### src/rtl/snn_class_decoder.sv
// -----------------------------------------------------------------------------
// snn_class_decoder
//   Output stage for the spiking network. It counts output-layer spikes per
//   class over a fixed number of timesteps, then scans the counts one class
//   per cycle and reports the argmax. The result and status flags are held
//   until the next accepted start.
//
// Ports
//   clk_i            clock, rising edge
//   reset_i          asynchronous reset, active low
//   start_i          begin a new inference (accepted only in IDLE or DONE)
//   spike_valid_i    spike_addr_i carries an output spike this cycle
//   spike_addr_i     index of the output neuron that spiked
//   timestep_done_i  one-cycle pulse ending the current timestep
//   count_sel_i      class selected for count_out_o
//   count_out_o      counter of class count_sel_i (0 when out of range)
//   class_out_o      winning class index
//   class_valid_o    class_out_o valid, held until next accepted start
//   busy_o           high in CLEAR, ACCUM and SCAN
//   no_spike_o       every counter was zero at the end of the scan
//   addr_err_o       sticky: an out-of-range spike address was seen
//   sat_flag_o       sticky: an increment hit a saturated counter
// -----------------------------------------------------------------------------
module snn_class_decoder #(
    parameter int size_spike    = 10,
    parameter int num_classes   = 10,
    parameter int num_timesteps = 8,
    parameter int size_count    = 8,
    parameter int size_class    = $clog2(num_classes)
) (
    input  logic                  clk_i,
    input  logic                  reset_i,
    input  logic                  start_i,
    input  logic                  spike_valid_i,
    input  logic [size_spike-1:0] spike_addr_i,
    input  logic                  timestep_done_i,
    input  logic [size_class-1:0] count_sel_i,
    output logic [size_count-1:0] count_out_o,
    output logic [size_class-1:0] class_out_o,
    output logic                  class_valid_o,
    output logic                  busy_o,
    output logic                  no_spike_o,
    output logic                  addr_err_o,
    output logic                  sat_flag_o
);

    localparam int ts_w = $clog2(num_timesteps + 1);
    localparam logic [size_count-1:0] cnt_max = '1;

    typedef enum logic [2:0] {S_IDLE, S_CLEAR, S_ACCUM, S_SCAN, S_DONE} state_t;

    state_t                state_q, state_d;
    logic [size_count-1:0] cnt_q [num_classes];
    logic [size_count-1:0] cnt_d [num_classes];
    logic [ts_w-1:0]       ts_q, ts_d;
    logic [size_class-1:0] scan_idx_q, scan_idx_d;
    logic [size_count-1:0] max_val_q, max_val_d;
    logic [size_class-1:0] max_idx_q, max_idx_d;
    logic [size_class-1:0] class_out_q, class_out_d;
    logic                  class_valid_q, class_valid_d;
    logic                  no_spike_q, no_spike_d;
    logic                  addr_err_q, addr_err_d;
    logic                  sat_flag_q, sat_flag_d;

    logic [size_count-1:0] scan_val;
    logic [size_count-1:0] cand_val;
    logic [size_class-1:0] cand_idx;

    // Host read port: a compare-per-entry mux, so out-of-range selects read 0.
    always_comb begin
        count_out_o = '0;
        for (int i = 0; i < num_classes; i++) begin
            if (count_sel_i == size_class'(i)) count_out_o = cnt_q[i];
        end
    end

    // Counter under inspection during SCAN.
    always_comb begin
        scan_val = '0;
        for (int i = 0; i < num_classes; i++) begin
            if (scan_idx_q == size_class'(i)) scan_val = cnt_q[i];
        end
    end

    // Running max including this cycle's compare. Index 0 seeds the max;
    // later entries win only when strictly greater, so ties keep the lowest.
    always_comb begin
        cand_val = max_val_q;
        cand_idx = max_idx_q;
        if (scan_idx_q == '0 || scan_val > max_val_q) begin
            cand_val = scan_val;
            cand_idx = scan_idx_q;
        end
    end

    // NOTE: every _d gets its hold value first, so no path can infer a latch.
    always_comb begin
        state_d       = state_q;
        cnt_d         = cnt_q;
        ts_d          = ts_q;
        scan_idx_d    = scan_idx_q;
        max_val_d     = max_val_q;
        max_idx_d     = max_idx_q;
        class_out_d   = class_out_q;
        class_valid_d = class_valid_q;
        no_spike_d    = no_spike_q;
        addr_err_d    = addr_err_q;
        sat_flag_d    = sat_flag_q;

        unique case (state_q)
            S_IDLE, S_DONE: begin
                if (start_i) state_d = S_CLEAR;
            end

            S_CLEAR: begin
                for (int i = 0; i < num_classes; i++) cnt_d[i] = '0;
                ts_d          = '0;
                scan_idx_d    = '0;
                addr_err_d    = 1'b0;
                sat_flag_d    = 1'b0;
                no_spike_d    = 1'b0;
                class_valid_d = 1'b0;
                state_d       = S_ACCUM;
            end

            S_ACCUM: begin
                if (spike_valid_i) begin
                    if (spike_addr_i < size_spike'(num_classes)) begin
                        for (int i = 0; i < num_classes; i++) begin
                            if (spike_addr_i == size_spike'(i)) begin
                                if (cnt_q[i] == cnt_max) sat_flag_d = 1'b1;
                                else                     cnt_d[i]   = cnt_q[i] + 1'b1;
                            end
                        end
                    end else begin
                        addr_err_d = 1'b1;
                    end
                end
                // A spike in the same cycle as the final timestep_done is
                // still counted above before leaving ACCUM.
                if (timestep_done_i) begin
                    ts_d = ts_q + 1'b1;
                    if (ts_q == ts_w'(num_timesteps - 1)) begin
                        scan_idx_d = '0;
                        state_d    = S_SCAN;
                    end
                end
            end

            S_SCAN: begin
                max_val_d = cand_val;
                max_idx_d = cand_idx;
                if (scan_idx_q == size_class'(num_classes - 1)) begin
                    class_out_d   = cand_idx;
                    no_spike_d    = (cand_val == '0);
                    class_valid_d = 1'b1;
                    state_d       = S_DONE;
                end else begin
                    scan_idx_d = scan_idx_q + 1'b1;
                end
            end

            default: state_d = S_IDLE;
        endcase
    end

    // NOTE: the counters are a handful of flops, not a RAM, so they take the
    // async reset like the rest of the state and an abort leaves nothing behind.
    always_ff @(posedge clk_i or negedge reset_i) begin
        if (!reset_i) begin
            state_q       <= S_IDLE;
            for (int i = 0; i < num_classes; i++) cnt_q[i] <= '0;
            ts_q          <= '0;
            scan_idx_q    <= '0;
            max_val_q     <= '0;
            max_idx_q     <= '0;
            class_out_q   <= '0;
            class_valid_q <= 1'b0;
            no_spike_q    <= 1'b0;
            addr_err_q    <= 1'b0;
            sat_flag_q    <= 1'b0;
        end else begin
            state_q       <= state_d;
            cnt_q         <= cnt_d;
            ts_q          <= ts_d;
            scan_idx_q    <= scan_idx_d;
            max_val_q     <= max_val_d;
            max_idx_q     <= max_idx_d;
            class_out_q   <= class_out_d;
            class_valid_q <= class_valid_d;
            no_spike_q    <= no_spike_d;
            addr_err_q    <= addr_err_d;
            sat_flag_q    <= sat_flag_d;
        end
    end

    assign class_out_o   = class_out_q;
    assign class_valid_o = class_valid_q;
    assign no_spike_o    = no_spike_q;
    assign addr_err_o    = addr_err_q;
    assign sat_flag_o    = sat_flag_q;
    assign busy_o        = (state_q == S_CLEAR) || (state_q == S_ACCUM) || (state_q == S_SCAN);

endmodule
### config.mk
export PLATFORM = sky130hd
export DESIGN_NAME = snn_class_decoder
export DESIGN_NICKNAME = d
export VERILOG_FILES = /design/src/rtl/snn_class_decoder.sv
export SDC_FILE = /design/constraint.sdc
export NUM_CORES = 1
export LEC_CHECK = 0
export ABC_AREA = 1
export ABC_CLOCK_PERIOD_IN_PS = 3400
export CAP_MARGIN = 20
export CORE_MARGIN = 4
export CORE_UTILIZATION = 55
export CTS_BUF_LIST = sky130_fd_sc_hd__clkbuf_4
export DETAILED_ROUTE_END_ITERATION = 10
export PLACE_DENSITY = 0.85
export REMOVE_ABC_BUFFERS = 1
export SETUP_SLACK_MARGIN = 0.1
export SLEW_MARGIN = 20
export SYNTH_ARGS = -nofsm -noshare
export SYNTH_HDL_FRONTEND = slang
export SYNTH_SLANG_ARGS = --single-unit
### constraint.sdc
create_clock -name clk_i -period 3.4 [get_ports clk_i]
set_input_delay 0.85 -clock clk_i [delete_from_list [all_inputs] [get_ports clk_i]]
set_output_delay 0.85 -clock clk_i [all_outputs]
set_load 0.02 [all_outputs]
After elaboration in Yosys (flattened, before gate mapping)
Cells that the tools add are included.

operators by class
  add/sub/neg operators = 12
  magnitude comparators = 2
  equality and inequality tests = 70
  multiplexer cells = 92
  reduce and logical (&&, ||, !) cells = 29

operator list
  operator                                                     number
  two-way mux 8 bit                                            41
  two-way mux 80 bit                                           2
  case mux 80 bit (2 select lines)                             1
  adder 8 x 1 -> 8 bit, second input constant                  10
  == test 8 bit, second input constant                         10
  inequality test 2 bit, second input constant                 28
  AND reduction 5 bit                                          10
  == test 10 x 3 -> 1 bit, second input constant               4
  == test 4 x 3 -> 1 bit, second input constant                9
  two-way mux 1 bit                                            32
  == test 10 x 2 -> 1 bit, second input constant               2
  == test 10 x 4 -> 1 bit, second input constant               2
  two-way mux 4 bit                                            5
  == test 4 x 2 -> 1 bit, second input constant                4
  == test 4 bit, second input constant                         4
  two-way mux 3 bit                                            4
  case mux 3 bit (4 select lines)                              1
  case mux 4 bit (3 select lines)                              1
  == test 10 x 1 -> 1 bit, second input constant               1
  zero test 10 bit                                             1
  less-than comparator 10 x 4 -> 1 bit, second input constant  1
  adder 4 x 1 -> 4 bit, second input constant                  2
  == test 4 x 1 -> 1 bit, second input constant                2
  > comparator 8 bit                                           1
  15 further kinds                                             27

storage, ports and cells
  flip-flop bits (word level) = 111
  output and inout port bits = 17
  logic and storage cells = 225

Longest topological paths before layout
Gate-level depths: netlist (run 1).

  depth in word-level cells = 30
  mapped depth = 30
  mapped depth without buffers = 29

Worst setup path after synthesis (run 1)
No wires, ideal clock.

  path type = register to register
  start = reg scan_idx_q[0]
  end = reg no_spike_q (netlist: no_spike_o)
  data arrival time = 3.322 ns
  data required time = 3.283 ns
  setup slack = -0.039 ns
  stages on the path, launching flop included = 25
  buffers on the path = 2
  period minus slack after synthesis = 3.439 ns
  path through = dfrtp_1 inv_1 ha_1 clkbuf_1 inv_1 nor2_1 inv_1 or2_2 nand3_1 nand3_1 nand2_1 inv_1 ha_1 nand3_1 nor2_1 nor2_1 nor2_1 o22ai_1 nand2_1 clkbuf_1 nand3_1 nand2_1 nor2_1 nand2_1 nand2_1

on the way
  cells in the longest elaborated chain, start to end = 17
  elaborated cells between the ends (all ways) = 28
  those cells by class = order compare (1); eq/ne (10); mux (13); reduce/logical (4)

ends and longest elaborated chain
  element                           RTL line  source
  start: declaration                56        logic [size_class-1:0] scan_idx_q, scan_idx_d;
  start signal: assignment          186       scan_idx_q <= scan_idx_d;
  zero test 4 bit                   81, 90
  two-way mux 8 bit (10 in series)  81        if (scan_idx_q == size_class'(i)) scan_val = cnt_q[i];
  > comparator 8 bit                90        if (scan_idx_q == '0 || scan_val > max_val_q) begin
  logical OR 1 bit                  90
  two-way mux 8 bit                 90
  zero test 8 bit                   155       no_spike_d = (cand_val == '0);
  two-way mux 1 bit                 153       if (scan_idx_q == size_class'(num_classes - 1)) begin
  case mux 1 bit (2 select lines)   110       unique case (state_q)
  end signal: assignment            191       no_spike_q <= no_spike_d;
  end: declaration                  61        logic no_spike_q, no_spike_d;

Parallel ways exist; a longest one is shown, timed or not. The select of a mux whose other input is x is not followed.
A chain may end at the register's enable or synchronous reset.

Final worst setup path (run 1)
  start = reg scan_idx_q[3]
  end = reg no_spike_q (netlist: no_spike_o)

Same word-level chain as after synthesis.

==> impl.org, run 1 <==
** Die
- 36 I/O pins were placed.
- The die is 125 µm wide.
- Standard cell core area :: 13300 µm²
- In this run the core area contains 42 standard-cell rows.
- Die height :: 125 µm
- For this configuration, the core starts out at a cell density of 56.3%.
- The die covers 15500 µm².

** Flow run
- Across the run, the number of max-cap violations was 0.

** STA
- At the pin with the least slew margin, the transition time is 0.698 ns.
- Across all setup checks in the final design, the least slack found is -0.0588 ns.
- RSZ-0062 raised after global routing :: true
- Based on the critical path, the design can be clocked at up to 289 MHz.
- Finish-stage setup viols :: 1
- Number of max-slew violations in the final report :: 0
- Across the routed clock network, the largest skew measured is 0.0253 ns.
- The number of failing hold endpoints at the final stage came to 0.
- Headroom to the max-slew limit :: 53.5%
- Of the available clock period, the critical path in the final layout requires 102%.
- For the finished layout, the period the worst path requires is 3.46 ns.

** Detailed routing
- Met2 wire length :: 12.1 mm
- Dividing the detail-routed wire length by the instance count gives 18.5 µm.
- Via count :: 8359
- Number of DRC violations after detailed-routing iteration 0 :: 1076
- Routed signal wires occupy layers up through met4.
- Wire length on met3 :: 2.46 mm
- Ratio of routed vias to standard cells :: 6.01
- After detailed routing, the wire length on met1 is 10.2 mm.
- Once detail routing completed, the nets flagged for antenna violations numbered 0.
- After detailed routing, the number of remaining DRC violations is 0.
- The pre-antenna-repair detailed-routing pass consisted of 5 iterations.
- Summed over all layers, the routed wires come to 25.7 mm.

** Synth
- After synthesis, flip-flops and latches occupy 37.1% of the total area.
- Async set or reset register ratio after synthesis :: 100%
- Cell count after synthesis :: 1098
- Number of warning messages in the yosys log :: 0
- The netlist uses 42 different library cells.
- Count of flip-flops with a built-in enable after synthesis :: 0
- Mean Syn Cell Area :: 6.82 µm²
- Top_reg_cell synth :: sky130_fd_sc_hd__dfrtp_1
- Cell area after technology mapping :: 7490 µm²
- Total of flip-flops plus latches after synthesis :: 111

** Power
- Maximum resistive drop on vdd :: 0.529 mV
- The design draws 0.00781 W.
- For this design the ratio of total power to cell area is 839 nW/µm².
- Pleak :: 4.25 nW

** GRT
- For this run the aggregate overflow at the end of global routing stands at 0.
- Number of global-route vias before repair :: 7642
- The first global-routing pass estimated 39.1 mm of wire.
- Global routing used 31.3% of the available tracks.
- Entering global routing, the biggest net connects 53 pins.
- The number of antenna violations at the first check in global routing is 1.

** Final layout
- The sequential cells in the finished layout cover a total of 2780 µm².
- Post-route cell area :: 9310 µm²
- Net count of the finished layout :: 1252
- Commonest non-fill, non-tap cells in the layout :: sky130_fd_sc_hd__nand2_1, sky130_fd_sc_hd__inv_1, sky130_fd_sc_hd__dfrtp_1
- Cell Count, Final, Fillers Out :: 1392
- Fraction of final layout cells with drive strength greater than 1 :: 20.2%
- Summing all multi-input logic gate instances after layout gives 4400 µm².
- Cells fill 70.0% of the core in the end.
- After filler insertion, the fill cell instance count of the layout stands at 1062.
- Leaving out fill and tap cells, the most frequent cell in the layout is sky130_fd_sc_hd__nand2_1.
- Compared with the post-synthesis result, the final layout area differs by 24.3%.

** Clock network
- CTS Hold Buffers Added :: 0
- In this run the number of H-tree levels came out at 3.
- Deepest clock path buffer count :: 2
- Clock-pin transition on the worst setup and hold timing paths :: 0.20 ns
- Root buffer cell :: sky130_fd_sc_hd__clkbuf_4
- Clock latency on the worst-skew pair :: 0.54 ns
- TritonCTS built the clock tree.
- Total CTS buffers :: 9
- Number of sinks on the clock net :: 111

** Setup path
- The worst register-to-register path ends at no_spike_o.
- In this run the critical register-to-register path is launched from scan_idx_q[3].
- STA classifies the critical path startpoint as a flip-flop.
- Crit path required time :: 3.88 ns
- In this run the register-to-register setup slack is -0.06 ns.
- For the worst setup path, the data arrival time is 3.94 ns.
- In this run the worst path has a maximum fanout of 7.
- STA classifies the critical path endpoint as a flip-flop.
- Measured in cells, the most critical reg-to-reg path has a length of 27.
- The worst setup path is of the flip-flop to flip-flop kind.

** Run status
- The final reports fail on negative setup slack.
- The flow ran to the end, but the final reports show violations.

** Placement
- At the end of routability-driven placement, the weighted congestion stood at 1.04.
- Input and output buffers added on the ports amount to 35.
- Including well taps, the total number of placed cells is 1362.
- Post-Place Setup Slack :: -0.699 ns
- The placed instances occupy a cell area of 8570 µm².
- Final HPWL DP :: 18.2 mm

** Worst hold path
- The path class of the tightest hold or removal check is input port to asynchronous set/reset pin.
layout make-up:
class	instances	area share, %
multi-input cells	788	47.2
flip-flops and latches	111	29.9
repair buffers	122	11.5
inverters	178	7.22
well taps	176	2.37
clock inverters	7	1.13
clock buffers	9	0.726
diodes	1	0.0269
cell usage after synthesis, types with 2 or more instances:
| library cell | number | area share, % |
|---|---|---|
| sky130_fd_sc_hd__a2111oi_0 | 2 | 0.23 |
| sky130_fd_sc_hd__a21oi_1 | 72 | 4.8 |
| sky130_fd_sc_hd__a22oi_1 | 2 | 0.20 |
| sky130_fd_sc_hd__a31oi_1 | 4 | 0.33 |
| sky130_fd_sc_hd__a32o_1 | 3 | 0.40 |
| sky130_fd_sc_hd__buf_1 | 3 | 0.15 |
| sky130_fd_sc_hd__clkbuf_1 | 17 | 0.85 |
| sky130_fd_sc_hd__clkinv_1 | 3 | 0.15 |
| sky130_fd_sc_hd__dfrtp_1 | 111 | 37 |
| sky130_fd_sc_hd__ha_1 | 23 | 3.8 |
| sky130_fd_sc_hd__inv_1 | 171 | 8.6 |
| sky130_fd_sc_hd__inv_2 | 4 | 0.20 |
| sky130_fd_sc_hd__nand2_1 | 239 | 12 |
| sky130_fd_sc_hd__nand2_2 | 8 | 0.67 |
| sky130_fd_sc_hd__nand3_1 | 102 | 6.8 |
| sky130_fd_sc_hd__nand3_2 | 2 | 0.27 |
| sky130_fd_sc_hd__nand3b_1 | 2 | 0.20 |
| sky130_fd_sc_hd__nand4_1 | 15 | 1.3 |
| sky130_fd_sc_hd__nor2_1 | 102 | 5.1 |
| sky130_fd_sc_hd__nor3_1 | 56 | 3.7 |
| sky130_fd_sc_hd__nor3_2 | 7 | 0.94 |
| sky130_fd_sc_hd__nor3_4 | 3 | 0.65 |
| sky130_fd_sc_hd__nor3b_1 | 3 | 0.30 |
| sky130_fd_sc_hd__nor4_1 | 5 | 0.42 |
| sky130_fd_sc_hd__o2111ai_1 | 4 | 0.47 |
| sky130_fd_sc_hd__o211ai_1 | 4 | 0.40 |
| sky130_fd_sc_hd__o21a_1 | 2 | 0.20 |
| sky130_fd_sc_hd__o21ai_0 | 94 | 6.3 |
| sky130_fd_sc_hd__o221ai_1 | 4 | 0.47 |
| sky130_fd_sc_hd__o22ai_1 | 14 | 1.2 |
| sky130_fd_sc_hd__o31ai_1 | 3 | 0.30 |
| sky130_fd_sc_hd__or2_2 | 3 | 0.25 |
| sky130_fd_sc_hd__xor2_1 | 2 | 0.23 |
stage by stage:
stage                     TNS (ns)  hold slack, ns
after floorplan              -4.72           0.437
after global placement       -4.50           0.455
after detailed placement     -4.73           0.467
after CTS                        0           0.346
after global routing        -0.432           0.374
final                      -0.0588           0.330
critical path, stage by stage, from the launching register on:
cell                        delay [ns]
sky130_fd_sc_hd__dfrtp_1          0.43
sky130_fd_sc_hd__buf_6            0.12
sky130_fd_sc_hd__nor2_4           0.22
sky130_fd_sc_hd__nand2_4          0.11
sky130_fd_sc_hd__clkbuf_16        0.17
sky130_fd_sc_hd__nand2_1          0.06
sky130_fd_sc_hd__inv_1            0.03
sky130_fd_sc_hd__nand2_1          0.06
sky130_fd_sc_hd__nand2_1          0.07
sky130_fd_sc_hd__nand2_1          0.08
sky130_fd_sc_hd__nand2_2          0.08
sky130_fd_sc_hd__nand3_2          0.07
sky130_fd_sc_hd__nand3_2          0.11
sky130_fd_sc_hd__nand2_1          0.08
sky130_fd_sc_hd__inv_1            0.08
sky130_fd_sc_hd__ha_4             0.29
sky130_fd_sc_hd__buf_4            0.11
sky130_fd_sc_hd__nand4_1          0.14
sky130_fd_sc_hd__o22ai_2          0.22
sky130_fd_sc_hd__nand2_2          0.12
sky130_fd_sc_hd__buf_6            0.15
sky130_fd_sc_hd__nand3_2          0.07
sky130_fd_sc_hd__nand2_2          0.07
sky130_fd_sc_hd__nor2_2           0.13
sky130_fd_sc_hd__nand2_1          0.09
sky130_fd_sc_hd__nor2_1           0.12
sky130_fd_sc_hd__nand2_1          0.07
sky130_fd_sc_hd__nand2_1          0.05
worst max-delay path by stage:
| stage | end | startpoint | cells past startpoint |
|---|---|---|---|
| after floorplan | no_spike_o | scan_idx_q[2] | 27 |
| after global placement | count_out_o[3] | count_sel_i[0] | 9 |
| after detailed placement | count_out_o[3] | count_sel_i[0] | 9 |
| after CTS | count_out_o[3] | count_sel_i[3] | 10 |
| after global routing | no_spike_o | scan_idx_q[3] | 28 |
| final | no_spike_o | scan_idx_q[3] | 27 |
registers in the layout, indices dropped and copies added (netlist names):
signal,cells
addr_err_o,1
class_out_o,4
class_valid_o,1
cnt_q,80
max_idx_q,4
max_val_q,8
no_spike_o,1
sat_flag_o,1
scan_idx_q,4
state_q,3
ts_q,4
cell families (layout without fill, tap and decap cells):
family / after synthesis / after routing / share of synthesized area (%)
AND/OR/NAND/NOR: 550 / 550 / 32.9
other: 0 / 1 / 0
multiplexers: 1 / 1 / 0.134
adder cells (fa/ha/maj): 23 / 23 / 3.84
buffers and inverters: 199 / 316 / 10.1
XOR/XNOR: 2 / 2 / 0.234
AO/OA/AOI/OAI: 212 / 212 / 15.7
flip-flops: 111 / 111 / 37.1
report_power, final:
group / switching (W) / leakage [nW] / internal (W) / total, W
Sequential: 0.000215 / 1.50 / 0.00158 / 0.00179
Clock: 0.000526 / 0.0894 / 0.000249 / 0.000774
Combinational: 0.00314 / 2.66 / 0.00210 / 0.00524
Total: 0.00388 / 4.25 / 0.00392 / 0.00781
per-layer routing:
metal	vias to the layer above	track usage (%)
met3	89	5.49
met2	506	50.8
met5	-	0
li1	3880	-
met4	0	11.3
met1	3884	42.1
repair_timing:
item,in CTS,in global routing
pin swaps,6,53
buffers inserted,2,9
gates cloned,0,2
gates resized for setup,82,109
setup endpoints to repair,25,25
Note: power is estimated with default switching activity, not from simulation.
==> run 2: changes to the inputs <==
--- a/config.mk
+++ b/config.mk
@@ -7,12 +7,12 @@
 export LEC_CHECK = 0
 export ABC_AREA = 1
 export ABC_CLOCK_PERIOD_IN_PS = 3400
-export CAP_MARGIN = 20
+export CAP_MARGIN = 30
 export CORE_MARGIN = 4
-export CORE_UTILIZATION = 55
+export CORE_UTILIZATION = 57
 export CTS_BUF_LIST = sky130_fd_sc_hd__clkbuf_4
 export DETAILED_ROUTE_END_ITERATION = 10
-export PLACE_DENSITY = 0.85
+export PLACE_DENSITY = 0.79
 export REMOVE_ABC_BUFFERS = 1
 export SETUP_SLACK_MARGIN = 0.1
 export SLEW_MARGIN = 20
==> run 2 against run 1 <==
Against the previous run:
- the flow still finishes with violations (negative setup slack)
- die area down 3.3%
- routed wire length down 0.27%
- combinational power increased by 1%
- clock power shrank 5.3%
- via count is 2.0% lower
- critical path depth up 3
==> impl.org, run 2 (synthesized netlist as in run 1, its figures left out) <==
** GRT
- Total congestion overflow after global routing :: 0 (unchanged)
- Number of global-route vias before repair :: 7580 (was 7642)
- Initial antenna violation count :: 0 (was 1)
- The largest net degree at the start of global routing came to 50 (was 53).
- The global-route wire length before repair is 39.6 mm (was 39.1 mm).
- GR Util All Layers :: 34.4% (was 31.3%)

** Setup path
- Worst R2R Start :: scan_idx_q[1] (was scan_idx_q[3])
- The delay of the slowest cell on the worst path was 0.43 ns (about the same).
- The data arrival time of the critical path is 3.87 ns (was 3.94 ns).
- The buffer and inverter count on the worst path was 9 (was 6).
- The top fanout value on the critical path came to 6 (was 7).
- Start point of the critical path :: scan_idx_q[1] (was scan_idx_q[3])
- Max stage delay cell, worst path :: sky130_fd_sc_hd__dfrtp_1 (unchanged)
- The type of element launching the critical path was a flip-flop (unchanged).
- Critical Path Sink Type :: flip-flop (unchanged)
- The kind of cell adding the most delay to the critical path is simple AND/OR/NAND/NOR gates (unchanged).
- The worst setup path category is flip-flop to flip-flop (unchanged).
- Dominant cell type by count on the critical path :: sky130_fd_sc_hd__inv_2 (was sky130_fd_sc_hd__nand2_1)
- Crit path required time :: 3.86 ns (was 3.88 ns)

** Placement
- The routability congestion estimate from global placement was 1.06 (was 1.04).
- Final HPWL DP :: 18.8 mm (was 18.2 mm)
- The placed instance area came to 8670 µm² (was 8570 µm²).
- The count of buffers from port buffering was 35 (unchanged).
- The total instance count after detailed placement is 1376 (was 1362).

** Detailed routing
- Per-cell routed wire length :: 18.2 µm (was 18.5 µm)
- Drt drc :: 0 (unchanged)
- The final antenna-violating net count is 0 (unchanged).
- Pre-antenna DRT Iters :: 5 (unchanged)
- The post-detailed-routing wire length came to 25.6 mm (was 25.7 mm).
- The number of vias after detailed routing came to 8194 (was 8359).
- Number of DRC violations after detailed-routing iteration 0 :: 930 (was 1076)
- The routed via count divided by cell count was 5.82 (was 6.01).

** Final layout
- Commonest non-fill, non-tap cells in the layout :: sky130_fd_sc_hd__nand2_1, sky130_fd_sc_hd__inv_1, sky130_fd_sc_hd__dfrtp_1 (unchanged)
- The layout net count came to 1274 (was 1252).
- Top reg by flops :: cnt_q (unchanged)
- The core occupancy in the finished layout is 74.4% (was 70.0%).
- The number of flip-flops in the largest register is 80 (unchanged).
- Cell Count, Final, Fillers Out :: 1409 (was 1392)
- The share of final-layout standard cells stronger than drive strength 1 was 22.1% (was 20.2%).
- The synthesis-to-layout area growth was 26.5% (was 24.3%).
- The number of diodes came to 0 (was 1).
- The most common cell after layout, fill and taps aside is sky130_fd_sc_hd__nand2_1 (unchanged).
- Largest registers: cnt_q: 80 flops, max_val_q: 8 flops (unchanged).
- Post-route cell area :: 9470 µm² (was 9310 µm²)

** STA
- RSZ-0062 raised after global routing: true (unchanged).
- Number of max-slew violations in the final report :: 0 (unchanged)
- The final critical-path setup slack is -0.00714 ns (was -0.0588 ns).
- The number of failing hold endpoints at the final stage came to 0 (unchanged).
- The time the final worst path needs with I/O delays and setup came to 3.41 ns (was 3.46 ns).
- Max Clock Freq :: 294 MHz (was 289 MHz)
- Post-Route Skew :: 0.0334 ns (was 0.0253 ns)
- Accumulated negative setup slack :: -0.00714 ns (was -0.0588 ns)
- Fin crit share :: 100% (was 102%)
- Headroom to the max-slew limit :: 45.6% (was 53.5%)
- The final worst hold slack was 0.321 ns (was 0.330 ns).
- The transition at the pin with the smallest max-transition slack is 0.808 ns (was 0.698 ns).
- The final setup violation count came to 1 (unchanged).

** Power
- Pleak :: 4.35 nW (was 4.25 nW)
- The worst-case vdd ir drop was 0.552 mV (was 0.529 mV).
- Power density over the cells :: 827 nW/µm² (was 839 nW/µm²)

** Die
- DIE AREA :: 15000 µm² (was 15500 µm²)
- The placeable core region is 12700 µm² (was 13300 µm²).
- The I/O pin count is 36 (unchanged).
- The die height is 123 µm (was 125 µm).
- Starting utilization of the core area :: 58.9% (was 56.3%)
- The horizontal die dimension is 123 µm (was 125 µm).
- The row count is 41 (was 42).

** Clock network
- TritonCTS clock tree :: yes (unchanged)
- Total CTS buffers :: 9 (unchanged)
- Number of sinks on the clock net :: 111 (unchanged)
- The clock-pin slew on the worst setup and hold paths was 0.19 ns (was 0.20 ns).
- The depth of the CTS H-tree is 3 (unchanged).
- The master cell of the clock root buffer is sky130_fd_sc_hd__clkbuf_4 (unchanged).
- Deepest clock path buffer count :: 2 (unchanged)
- The clock network latency to the later pin of the worst-skew pair came to 0.52 ns (was 0.54 ns).

** Worst hold path
- Tightest Hold Check Type :: input port to asynchronous set/reset pin (unchanged)

** Flow run
- Max-capacitance violation count :: 0 (unchanged)

** Run status
- Result of the run :: finished with violations (unchanged)
- Violations in the final reports :: negative setup slack (unchanged)
run 2: power breakdown:
part	switching (W)	leakage, nW	total (W)	internal [W]
registers	0.000216	1.50	0.00179	0.00158
logic	0.00319	2.77	0.00530	0.00212
clock network	0.000489	0.0795	0.000733	0.000244
total	0.00389	4.35	0.00783	0.00394
run 2: stage by stage:
stage | total power (W) | setup slack, ns
CTS | 0.00704 | 0.0895
detailed placement | 0.00571 | -0.656
global route | 0.00835 | -0.231
floorplan | 0.00401 | -0.357
finish | 0.00783 | -0.00714
global placement | 0.00562 | -0.659
run 2: metal layers:
| layer | part of all wire, % | GRT usage [%] | vias to the layer above |
|---|---|---|---|
| met4 | 3.3 | 10.8 | 0 |
| met5 | 0 | 0 | - |
| met2 | 47 | 57.2 | 398 |
| li1 | - | - | 3911 |
| met3 | 9.4 | 7.56 | 68 |
| met1 | 40 | 45.0 | 3817 |
run 2: timing repair:
action                                  CTS  global route
pin swaps                                34            40
endpoints found under the setup margin   25            25
resized for setup                       133            81
hold buffers                              0             0
setup buffers                             6             8
cloned                                    3             0
run 2: cell type report:
class / count / area (µm²)
tap: 172 / 215
multi-input combinational: 788 / 4420
fill: 1037 / 3250
sequential: 111 / 2780
inverter: 178 / 678
timing repair buffer: 144 / 1230
clock inverter: 6 / 75.1
clock buffer: 10 / 75.1
run 2: worst paths after layout:
path,to,slack [ns],cells past startpoint
max,no_spike_o,-0.007,30
min,cnt_q[66],0.32,1
max reg2reg,no_spike_o,-0.007,30
min reg2reg,cnt_q[30],0.50,1
max in group asynchronous,sat_flag_o,2.31,2
min in group clk_i,cnt_q[30],0.50,1
